<file path="src/rtl/cfg_pkg.sv">
// Shared definitions for the configuration frame loader: FSM states,
// register-map address codes and the frame checksum helper.
package cfg_pkg;

    typedef enum logic [1:0] {
        IDLE    = 2'd0,
        PAYLOAD = 2'd1,
        CSUM    = 2'd2,
        COMMIT  = 2'd3
    } state_t;

    localparam logic [2:0] ADDR_ACC    = 3'b000;
    localparam logic [2:0] ADDR_GYRO   = 3'b001;
    localparam logic [2:0] ADDR_MAG    = 3'b010;
    localparam logic [2:0] ADDR_DEC    = 3'b011;
    localparam logic [2:0] ADDR_DT     = 3'b100;
    localparam logic [2:0] ADDR_NOLOAD = 3'b111;

    localparam logic [7:0] DEFAULT_SYNC_BYTE = 8'hA5;

    // Running frame checksum: XOR of payload bytes only.
    function automatic logic [7:0] csum_update(input logic [7:0] acc, input logic [7:0] b);
        return acc ^ b;
    endfunction

endpackage

</file>
<file path="src/rtl/cfg_timeout_counter.sv">
// Idle-cycle watchdog: counts enabled cycles and flags the cycle in which the
// count would reach TIMEOUT_CYCLES; the counter then restarts from zero.
module cfg_timeout_counter #(
    parameter int TIMEOUT_CYCLES = 1000
) (
    input  logic clk,
    input  logic n_rst,
    input  logic i_clear,
    input  logic i_enable,
    output logic o_expired
);

    localparam int CNT_W = $clog2(TIMEOUT_CYCLES + 1);
    localparam logic [CNT_W-1:0] LAST_CNT = CNT_W'(TIMEOUT_CYCLES - 1);

    logic [CNT_W-1:0] r_count;

    // Expiry happens on the edge that would make the count equal TIMEOUT_CYCLES.
    assign o_expired = i_enable & ~i_clear & (r_count == LAST_CNT);

    // Idle-cycle counter with clear priority over increment.
    always_ff @(posedge clk or negedge n_rst) begin
        if (!n_rst) begin
            r_count <= '0;
        end else if (i_clear || o_expired) begin
            r_count <= '0;
        end else if (i_enable) begin
            r_count <= r_count + CNT_W'(1);
        end else begin
            r_count <= r_count;
        end
    end

endmodule

</file>
<file path="src/rtl/config_frame_loader.sv">
// Buffers one SYNC/payload/checksum frame from the host link and, only if the
// checksum matches, writes the payload to the register map one entry per cycle.
module config_frame_loader
    import cfg_pkg::*;
#(
    parameter logic [7:0] SYNC_BYTE      = DEFAULT_SYNC_BYTE,
    parameter int         NUM_REGS       = 5,
    parameter int         TIMEOUT_CYCLES = 1000
) (
    input  logic       clk,
    input  logic       n_rst,
    input  logic [7:0] rx_data,
    input  logic       rx_valid,
    output logic       rx_ready,
    output logic [2:0] addr_out,
    output logic [7:0] data_out,
    output logic       busy,
    output logic       cfg_done,
    output logic       cfg_error
);

    localparam int IDX_W = (NUM_REGS > 1) ? $clog2(NUM_REGS) : 1;
    localparam logic [IDX_W-1:0] LAST_IDX = IDX_W'(NUM_REGS - 1);

    state_t           r_state;
    state_t           w_state_nxt;
    logic [IDX_W-1:0] r_idx;
    logic [IDX_W-1:0] r_cnt;
    logic [IDX_W-1:0] w_cnt_inc;
    logic [7:0]       r_acc;
    logic [7:0]       r_buf [NUM_REGS];
    logic [2:0]       r_addr;
    logic [7:0]       r_data;
    logic             r_busy;
    logic             r_done;
    logic             r_err;

    logic w_accept;
    logic w_in_frame;
    logic w_expired;
    logic w_start;
    logic w_store;
    logic w_commit_start;
    logic w_commit_step;
    logic w_commit_end;
    logic w_error;

    assign rx_ready   = (r_state != COMMIT);
    assign w_accept   = rx_valid & rx_ready;
    assign w_in_frame = (r_state == PAYLOAD) || (r_state == CSUM);
    assign w_cnt_inc  = r_cnt + IDX_W'(1);

    assign addr_out  = r_addr;
    assign data_out  = r_data;
    assign busy      = r_busy;
    assign cfg_done  = r_done;
    assign cfg_error = r_err;

    cfg_timeout_counter #(
        .TIMEOUT_CYCLES (TIMEOUT_CYCLES)
    ) u_timeout (
        .clk       (clk),
        .n_rst     (n_rst),
        .i_clear   (~w_in_frame | w_accept),
        .i_enable  (w_in_frame & ~w_accept),
        .o_expired (w_expired)
    );

    // Next-state decode and datapath strobes.
    always_comb begin
        w_state_nxt    = r_state;
        w_start        = 1'b0;
        w_store        = 1'b0;
        w_commit_start = 1'b0;
        w_commit_step  = 1'b0;
        w_commit_end   = 1'b0;
        w_error        = 1'b0;
        case (r_state)
            IDLE: begin
                if (w_accept && (rx_data == SYNC_BYTE)) begin
                    w_state_nxt = PAYLOAD;
                    w_start     = 1'b1;
                end else begin
                    w_state_nxt = IDLE;
                end
            end
            PAYLOAD: begin
                if (w_expired) begin
                    w_state_nxt = IDLE;
                    w_error     = 1'b1;
                end else if (w_accept) begin
                    w_store = 1'b1;
                    if (r_idx == LAST_IDX) begin
                        w_state_nxt = CSUM;
                    end else begin
                        w_state_nxt = PAYLOAD;
                    end
                end else begin
                    w_state_nxt = PAYLOAD;
                end
            end
            CSUM: begin
                if (w_expired) begin
                    w_state_nxt = IDLE;
                    w_error     = 1'b1;
                end else if (w_accept) begin
                    if (rx_data == r_acc) begin
                        w_state_nxt    = COMMIT;
                        w_commit_start = 1'b1;
                    end else begin
                        w_state_nxt = IDLE;
                        w_error     = 1'b1;
                    end
                end else begin
                    w_state_nxt = CSUM;
                end
            end
            COMMIT: begin
                if (r_cnt == LAST_IDX) begin
                    w_state_nxt  = IDLE;
                    w_commit_end = 1'b1;
                end else begin
                    w_state_nxt   = COMMIT;
                    w_commit_step = 1'b1;
                end
            end
            default: begin
                w_state_nxt = IDLE;
            end
        endcase
    end

    // State, frame buffer and registered register-map outputs.
    always_ff @(posedge clk or negedge n_rst) begin
        if (!n_rst) begin
            r_state <= IDLE;
            r_idx   <= '0;
            r_cnt   <= '0;
            r_acc   <= 8'h00;
            r_addr  <= ADDR_NOLOAD;
            r_data  <= 8'h00;
            r_busy  <= 1'b0;
            r_done  <= 1'b0;
            r_err   <= 1'b0;
            for (int i = 0; i < NUM_REGS; i++) begin
                r_buf[i] <= 8'h00;
            end
        end else begin
            r_state <= w_state_nxt;
            r_busy  <= (w_state_nxt != IDLE);
            r_done  <= w_commit_end;
            r_err   <= w_error;

            if (w_start) begin
                r_idx <= '0;
                r_acc <= 8'h00;
            end else if (w_store) begin
                r_buf[r_idx] <= rx_data;
                r_acc        <= csum_update(r_acc, rx_data);
                r_idx        <= r_idx + IDX_W'(1);
            end else begin
                r_idx <= r_idx;
                r_acc <= r_acc;
            end

            // data_out keeps its last committed value once the address returns to no-load.
            if (w_commit_start) begin
                r_cnt  <= '0;
                r_addr <= ADDR_ACC;
                r_data <= r_buf[0];
            end else if (w_commit_step) begin
                r_cnt  <= w_cnt_inc;
                r_addr <= 3'(w_cnt_inc);
                r_data <= r_buf[w_cnt_inc];
            end else begin
                r_cnt  <= r_cnt;
                r_addr <= ADDR_NOLOAD;
                r_data <= r_data;
            end
        end
    end

endmodule

</file>
<file path="config.mk">
export PLATFORM = sky130hd
export DESIGN_NAME = config_frame_loader
export DESIGN_NICKNAME = d
export VERILOG_FILES = /design/src/rtl/cfg_pkg.sv /design/src/rtl/cfg_timeout_counter.sv /design/src/rtl/config_frame_loader.sv
export SDC_FILE = /design/constraint.sdc
export NUM_CORES = 1
export LEC_CHECK = 0
export CORE_ASPECT_RATIO = 0.8
export CORE_MARGIN = 1
export CORE_UTILIZATION = 30
export CTS_BUF_LIST = sky130_fd_sc_hd__clkbuf_2
export DETAILED_ROUTE_END_ITERATION = 10
export HOLD_SLACK_MARGIN = 0.12
export PLACE_DENSITY_LB_ADDON = 0.08
export SLEW_MARGIN = 5
export SYNTH_ARGS = -nofsm -noshare
export SYNTH_HDL_FRONTEND = slang
export SYNTH_SLANG_ARGS = --single-unit
</file>
<file path="constraint.sdc">
create_clock -name clk -period 2.59 [get_ports clk]
set_clock_uncertainty 0.2 [all_clocks]
set_input_delay 0.518 -clock clk [delete_from_list [all_inputs] [get_ports clk]]
set_output_delay 0.518 -clock clk [all_outputs]
set_load 0.02 [all_outputs]
</file>
==> summary.txt, run 1 <==
status -> complete, but fails checks
failing checks -> setup timing
crit end category -> flop
endpoints failing hold -> 0
diode count -> 0
Post-synth EDFFs -> 0
RSZ-0062 raised after global routing -> false
Internal -> 1.85 mW
power share of the clock group -> 0.213
number of buffers created by CTS -> 9
dpl ws -> -0.736 ns
Sw Ratio -> 0.320
die area -> 0.0135 mm2
crit-path max cell delay -> 0.59 ns
Initial Utilization -> 0.314
CP Max Fanout -> 8
Clk pin slew, worst setup/hold paths -> 0.25 ns
post-DR vias/cell -> 4.73
WHS -> 0.235 ns
CP required -> 2.82 ns
commonest cells after routing, fill and taps aside -> 77 x dfrtp_1, 35 x buf_4, 27 x nor2_1, 25 x mux2_2, 23 x clkdlybuf4s50_1
core area -> 0.0125 mm2
met3 GRT Util -> 0.0376
Skew-Pair Late Insertion Delay -> 0.53 ns
fin crit share -> 1.01
RD Place Congestion -> 0.733
Seq cells post-synth -> 80
worst min-delay path class -> in -> async
all-layer global routing usage -> 0.158
Flop pwr share -> 0.577
Setup WS post-layout -> -0.0136 ns
startpoint types -> primary input
crit path time final -> 2.60 ns
Die H -> 104 um
vias in the first global route -> 2772
yosys warns -> 0
die width -> 130 um
Comb power frac -> 0.210
M2 GR Usage -> 0.215
Max Buffers Root-to-Sink -> 2
area grow syn2layout -> 19.8%
average size of a mapped cell -> 11.9 um2
total congestion overflow -> 0
routed vias -> 2648
Buffers & Inverters on Critical Path -> 3
largest net degree at the start of global routing -> 47
Setup Viol. Count Final -> 2
Slew HR -> 0.312
num ports -> 26
GR Util met1 -> 0.245
clk sink count -> 80
Syn Nets -> 350
root buf cell -> clkbuf_2
Final Cell Area -> 0.00470 mm2
Final HPWL DP -> 6800 um
Initial DRC Count -> 118
final core occ -> 0.376
DRT Wirelength -> 9750 um
Power per Cell Area -> 580 mW/mm2
worst reg2reg path depth -> 5
most frequent CP cell -> buf_4
# fillers -> 1262
ys flop type -> dfrtp_1
fmax -> 384 MHz
Post-Syn Area -> 0.00392 mm2
global-route wire length before repair -> 15600 um
CTS tree -> yes
Mapped Cells -> 329
IO Port Bufs -> 25
post-route ant nets -> 0
Worst Max-Slew Pin Slew -> 1.02 ns
VDD IR max -> 186 uV
CTS H-Tree Depth -> 3
MaxCap Viol Count -> 0
Remaining DRCs -> 0
CP Class -> in -> reg
register area share after synthesis -> 0.512
crit path DAT -> 2.84 ns
crit-path cells -> clkdlybuf4s50_1, buf_4, xor2_1, nor4_4, and4_1, buf_4, or4b_1, a21o_1
share of layout cells above drive strength 1 -> 0.265
row count -> 36
nets -> 405
Levels on crit path -> 8
Switch Pwr -> 0.873 mW
Slowest-stage cell, CP -> clkdlybuf4s50_1
Post-DP Area -> 0.00456 mm2
most common cell after layout, fill and taps aside -> dfrtp_1
Max Slew Vio Count -> 0
Netlist cell types -> 45
share of flip-flops with an asynchronous set or reset -> 1.00
GRT busiest layer -> met1
Pleak -> 2.12 nW
drt first pass iters -> 4
initial antenna violation count -> 1
top cell family by delay on the critical path -> buffers and inverters
Avg WL per Cell -> 17.4 um
## final timing paths
| path | from | endpoint | slack [ns] |
|---|---|---|---|
| max | rx_data[7] | busy$_DFF_PN0_ | -0.01 |
| min | n_rst | r_buf[18]$_DFFE_PN0P_ | 0.24 |
| max reg2reg | r_state[0]$_DFF_PN0_ | r_buf[11]$_DFFE_PN0P_ | 0.14 |
| min reg2reg | r_buf[27]$_DFFE_PN0P_ | r_buf[27]$_DFFE_PN0P_ | 0.32 |
| max in group asynchronous | n_rst | r_state[0]$_DFF_PN0_ | 1.32 |
| min in group clk | r_buf[27]$_DFFE_PN0P_ | r_buf[27]$_DFFE_PN0P_ | 0.32 |
## Yosys cell counts (2+ instances only)
cell type  count  area share
dfstp_2        3       0.020
inv_1         10      0.0096
nor2b_1        2      0.0032
nand3_1       14       0.018
nor3_1         2      0.0026
mux2_1         7       0.020
o21ai_0       21       0.027
xnor2_1        7       0.016
nor2_1        28       0.027
a221o_1        8       0.020
dfrtp_1       77        0.49
clkbuf_1       2      0.0019
nor4_1         2      0.0032
mux2_2        25       0.072
nor4_4         2       0.011
buf_4          2      0.0038
nand4bb_1      2      0.0057
nand2b_1      10       0.016
buf_2         11       0.014
xor2_1        13       0.029
mux2_4         8       0.031
nand2_1       19       0.018
and3_1         2      0.0032
a21oi_1       15       0.019
ha_1          10       0.032
mux4_2         8       0.046
## through the flow
step / power, mW / instances / TNS, ns
floorplan: 1.95 / 329 / 0
global placement: 2.13 / 541 / -28.48
detailed placement: 2.14 / 541 / -27.64
CTS: 2.75 / 558 / 0
global route: 2.91 / 560 / 0
finish: 2.72 / 560 / -0.0250
## flip-flops by register name, indices dropped and copies added (netlist names)
name / cells
busy: 1
cfg_done: 1
r_acc: 8
cfg_error: 1
r_state: 2
data_out: 8
u_timeout.r_count: 10
r_cnt: 3
addr_out: 3
r_buf: 40
r_idx: 3
## power by group through the flow
| stage | clock network [mW] | registers (mW) | logic, mW |
|---|---|---|---|
| floorplan | 0 | 1.55 | 0.401 |
| global placement | 0 | 1.59 | 0.535 |
| detailed placement | 0 | 1.59 | 0.545 |
| CTS | 0.621 | 1.57 | 0.561 |
| global route | 0.677 | 1.60 | 0.632 |
| finish | 0.581 | 1.57 | 0.571 |
## kinds of logic after synthesis
family	synth area share
fa+ha+maj	0.0319
compound gates	0.0859
mux	0.169
buf+inv	0.0345
simple gates	0.123
xor+xnor	0.0447
flops	0.512
## repair_timing
item | 4_1_cts | 5_1_grt
pin swaps | 0 | 1
hold buffers | 1 | 0
gates resized for setup | 2 | 4
buffers inserted | 0 | 2
endpoints found under the setup margin | 9 | 12
endpoints found under the hold margin | 44 | 0
## layer usage
layer  up-vias  wire (um)
met2        43       4080
met5         -          0
li1       1269          -
met3         4        341
met1      1332       5270
met4         0         66
## area by class of cell
class                   count  area [um2]  share of cell area
flip-flops and latches     80        2010               0.427
clock buffers               9        45.0             0.00959
multi-input cells         221        1800               0.383
clock inverters             7        48.8              0.0104
repair buffers             62         548               0.117
inverters                  10        37.5             0.00799
well taps                 171         214              0.0456
No activity file was read; power rests on OpenSTA's default activity.
==> inputs of run 2 (changes only) <==
--- a/config.mk
+++ b/config.mk
@@ -5,6 +5,8 @@
 export SDC_FILE = /design/constraint.sdc
 export NUM_CORES = 1
 export LEC_CHECK = 0
+export ABC_AREA = 1
+export CAP_MARGIN = 20
 export CORE_ASPECT_RATIO = 0.8
 export CORE_MARGIN = 1
 export CORE_UTILIZATION = 30
==> summary.txt, run 2 <==
area share of the leading cell type in the synthesized netlist -> 0.468 (-0.0239)
routed vias -> 3507 (+32%)
clk sink count -> 80 (unchanged)
GRT busiest layer -> met2
R2R Setup Slk -> 0.23 ns (+0.09 ns)
average size of a mapped cell -> 7.89 um2 (-34%)
VDD IR max -> 263 uV (+42%)
GR Util met1 -> 0.249 (+0.00387)
most common cell after layout, fill and taps aside -> nand2_1
crit path DAT -> 1.72 ns (-1.12 ns)
Seq cells post-synth -> 80 (unchanged)
crit end category -> primary output
ys flop type -> dfrtp_1
top cells by count, synth -> 160 x nand2_1, 77 x dfrtp_1, 55 x inv_1, 55 x nor2_1, 41 x nand4_1
source of the worst register-to-register timing path -> r_state[1]$_DFF_PN0_
largest net degree at the start of global routing -> 49 (+4.3%)
diode count -> 0 (unchanged)
initial antenna violation count -> 0 (-1)
status -> completed
crit-path cells -> ha_1, inv_1, dlygate4sd2_1
Skew-Pair Late Insertion Delay -> 0.55 ns (+0.02 ns)
M2 GR Usage -> 0.270 (+0.0546)
commonest cells after routing, fill and taps aside -> 160 x nand2_1, 77 x dfrtp_1, 55 x inv_1, 54 x nor2_1, 41 x nand4_1
fin crit share -> 0.941 (-0.0647)
# Post-CTS Setup Buffers -> 0 (unchanged)
Post-synth EDFFs -> 0 (unchanged)
IO Port Bufs -> 25 (unchanged)
Netlist cell types -> 28 (-38%)
Slew HR -> 0.710 (+0.398)
register area share after synthesis -> 0.487 (-0.0249)
num ports -> 26 (unchanged)
die width -> 133 um (+2.5%)
post-route ant nets -> 0 (unchanged)
vias in the first global route -> 3527 (+27%)
crit-path max cell delay -> 0.48 ns (-0.11 ns)
Area contributors post-synth -> dfrtp_1 47%, nand2_1 15%, nand4_1 6.2%
RSZ-0062 raised after global routing -> false
drt first pass iters -> 4 (unchanged)
number of buffers created by CTS -> 9 (unchanged)
Final HPWL DP -> 8390 um (+23%)
Post-Syn Area -> 0.00412 mm2 (+5.1%)
row count -> 37 (+2.8%)
share of flip-flops with an asynchronous set or reset -> 1.00 (unchanged)
Max Buffers Root-to-Sink -> 2 (unchanged)
count leader, synth -> nand2_1
Die H -> 107 um (+2.5%)
Power per Cell Area -> 879 mW/mm2 (+51%)
die area -> 0.0142 mm2 (+5.0%)
max FFs per register -> 40 (unchanged)
CTS tree -> yes
Slowest-stage cell, CP -> dfrtp_1
Largest regs -> r_buf (40), u_timeout.r_count (10)
Top reg by flops -> r_buf
total congestion overflow -> 0 (unchanged)
RD Place Congestion -> 0.781 (+6.6%)
DRT Wirelength -> 11400 um (+17%)
post-DR vias/cell -> 4.70 (-0.58%)
Max Slew Vio Count -> 0 (unchanged)
Post-DP Area -> 0.00472 mm2 (+3.4%)
global-route wire length before repair -> 19100 um (+22%)
MaxCap Viol Count -> 0 (unchanged)
share of layout cells above drive strength 1 -> 0.0981 (-0.167)
root buf cell -> clkbuf_2
nets -> 587 (+45%)
Clk pin slew, worst setup/hold paths -> 0.24 ns (about the same)
Final Cell Area -> 0.00485 mm2 (+3.2%)
Pleak -> 2.37 nW (+12%)
Mapped Cells -> 522 (+59%)
core area -> 0.0131 mm2 (+5.4%)
crit path time final -> 2.44 ns (-0.167 ns)
post-synth top area cell -> dfrtp_1
CP required -> 1.87 ns (-0.95 ns)
Crit Reg-Reg Endpoint -> busy$_DFF_PN0_
Syn Nets -> 543 (+55%)
Setup Viol. Count Final -> 0 (-2)
Initial Utilization -> 0.313 (-0.000799)
Worst Max-Slew Pin Slew -> 0.430 ns (-0.594 ns)
all-layer global routing usage -> 0.175 (+0.0177)
CP Class -> reg -> out
total power -> 4.26 mW (+56%)
CP Max Fanout -> 3 (-5)
startpoint types -> flop
CTS H-Tree Depth -> 3 (unchanged)
area grow syn2layout -> 17.6%
fmax -> 410 MHz (+6.9%)
Initial DRC Count -> 178 (+51%)
worst reg2reg path depth -> 11 (+6)
met3 GRT Util -> 0.0359 (-0.00162)
Avg WL per Cell -> 15.2 um (-13%)
endpoints failing hold -> 0 (unchanged)
worst min-delay path class -> in -> async
yosys warns -> 0 (unchanged)
Remaining DRCs -> 0 (unchanged)
-- run 2: cell count changes after synthesis, sizes merged, moves of 11 or more --
cell | before | now
mux2 | 40 | 0
nand2 | 20 | 161
nand4 | 1 | 41
nor2 | 28 | 55
nand3 | 14 | 25
inv | 10 | 56
-- run 2: worst max-delay path by stage --
stage | depth (start not counted) | slack, ns | start | endpoint
3_3_place_gp | 10 | -0.004 | rx_valid | busy$_DFF_PN0_
3_5_place_dp | 7 | -0.05 | rx_data[5] | r_acc[4]$_DFFE_PN0P_
2_1_floorplan | 10 | 0.34 | r_cnt[0]$_DFFE_PN0P_ | data_out[3]$_DFFE_PN0P_
4_1_cts | 3 | 0.08 | r_state[0]$_DFF_PN0_ | rx_ready
5_1_grt | 3 | 0.008 | r_state[0]$_DFF_PN0_ | rx_ready
6_report | 3 | 0.15 | r_state[0]$_DFF_PN0_ | rx_ready
-- run 2: critical path, delay by kind of cell (launching register included) --
family     cells  cell delay, ns
fa+ha+maj      1            0.26
flops          1            0.48
buf+inv        2            0.44
-- run 2: cells by family after synthesis --
| family | after synthesis | synth area share |
|---|---|---|
| adders and majority gates | 10 | 0.0304 |
| buffers and inverters | 78 | 0.0838 |
| and+or+nand+nor | 300 | 0.326 |
| xor gates and xnor gates | 5 | 0.0106 |
| DFF | 80 | 0.487 |
| AOI/OAI and AO/OA | 49 | 0.0629 |
-- run 2: area by class of cell --
class | count | area (um2)
Sequential cell | 80 | 2010
Clock buffer | 10 | 50.0
Clock inverter | 6 | 67.6
Inverter | 58 | 218
Fill cell | 1408 | 8300
Multi-Input combinational cell | 364 | 1780
Tap cell | 175 | 219
Timing Repair Buffer | 53 | 509
-- run 2: report_power, final --
part           switching (mW)  internal (mW)
registers               0.282           1.66
logic                   0.992          0.626
clock network           0.467          0.229
total                    1.74           2.52
-- run 2: layer usage --
layer / wire length (um) / share of wire
met1: 5830 / 0.51
met2: 5100 / 0.45
met3: 329 / 0.029
met4: 104 / 0.0092
met5: 0 / 0
-- run 2: repair_timing --
item / CTS / global route
setup endpoints to repair: 1 / 0
endpoints found under the hold margin: 80 / 0
resized for setup: 1 / 0
hold buffers: 1 / 0
-- run 2: per-stage QoR --
stage               utilization  setup WS [ns]   TNS, ns  instances  hold slack (ns)
floorplan                     -          0.343         0        522           0.0224
global route              0.369        0.00778         0        746            0.190
finish                    0.369          0.154         0        746            0.195
global placement          0.359       -0.00366  -0.00366        729            0.249
CTS                       0.369         0.0797         0        746            0.178
detailed placement        0.359        -0.0488    -0.455        729            0.251
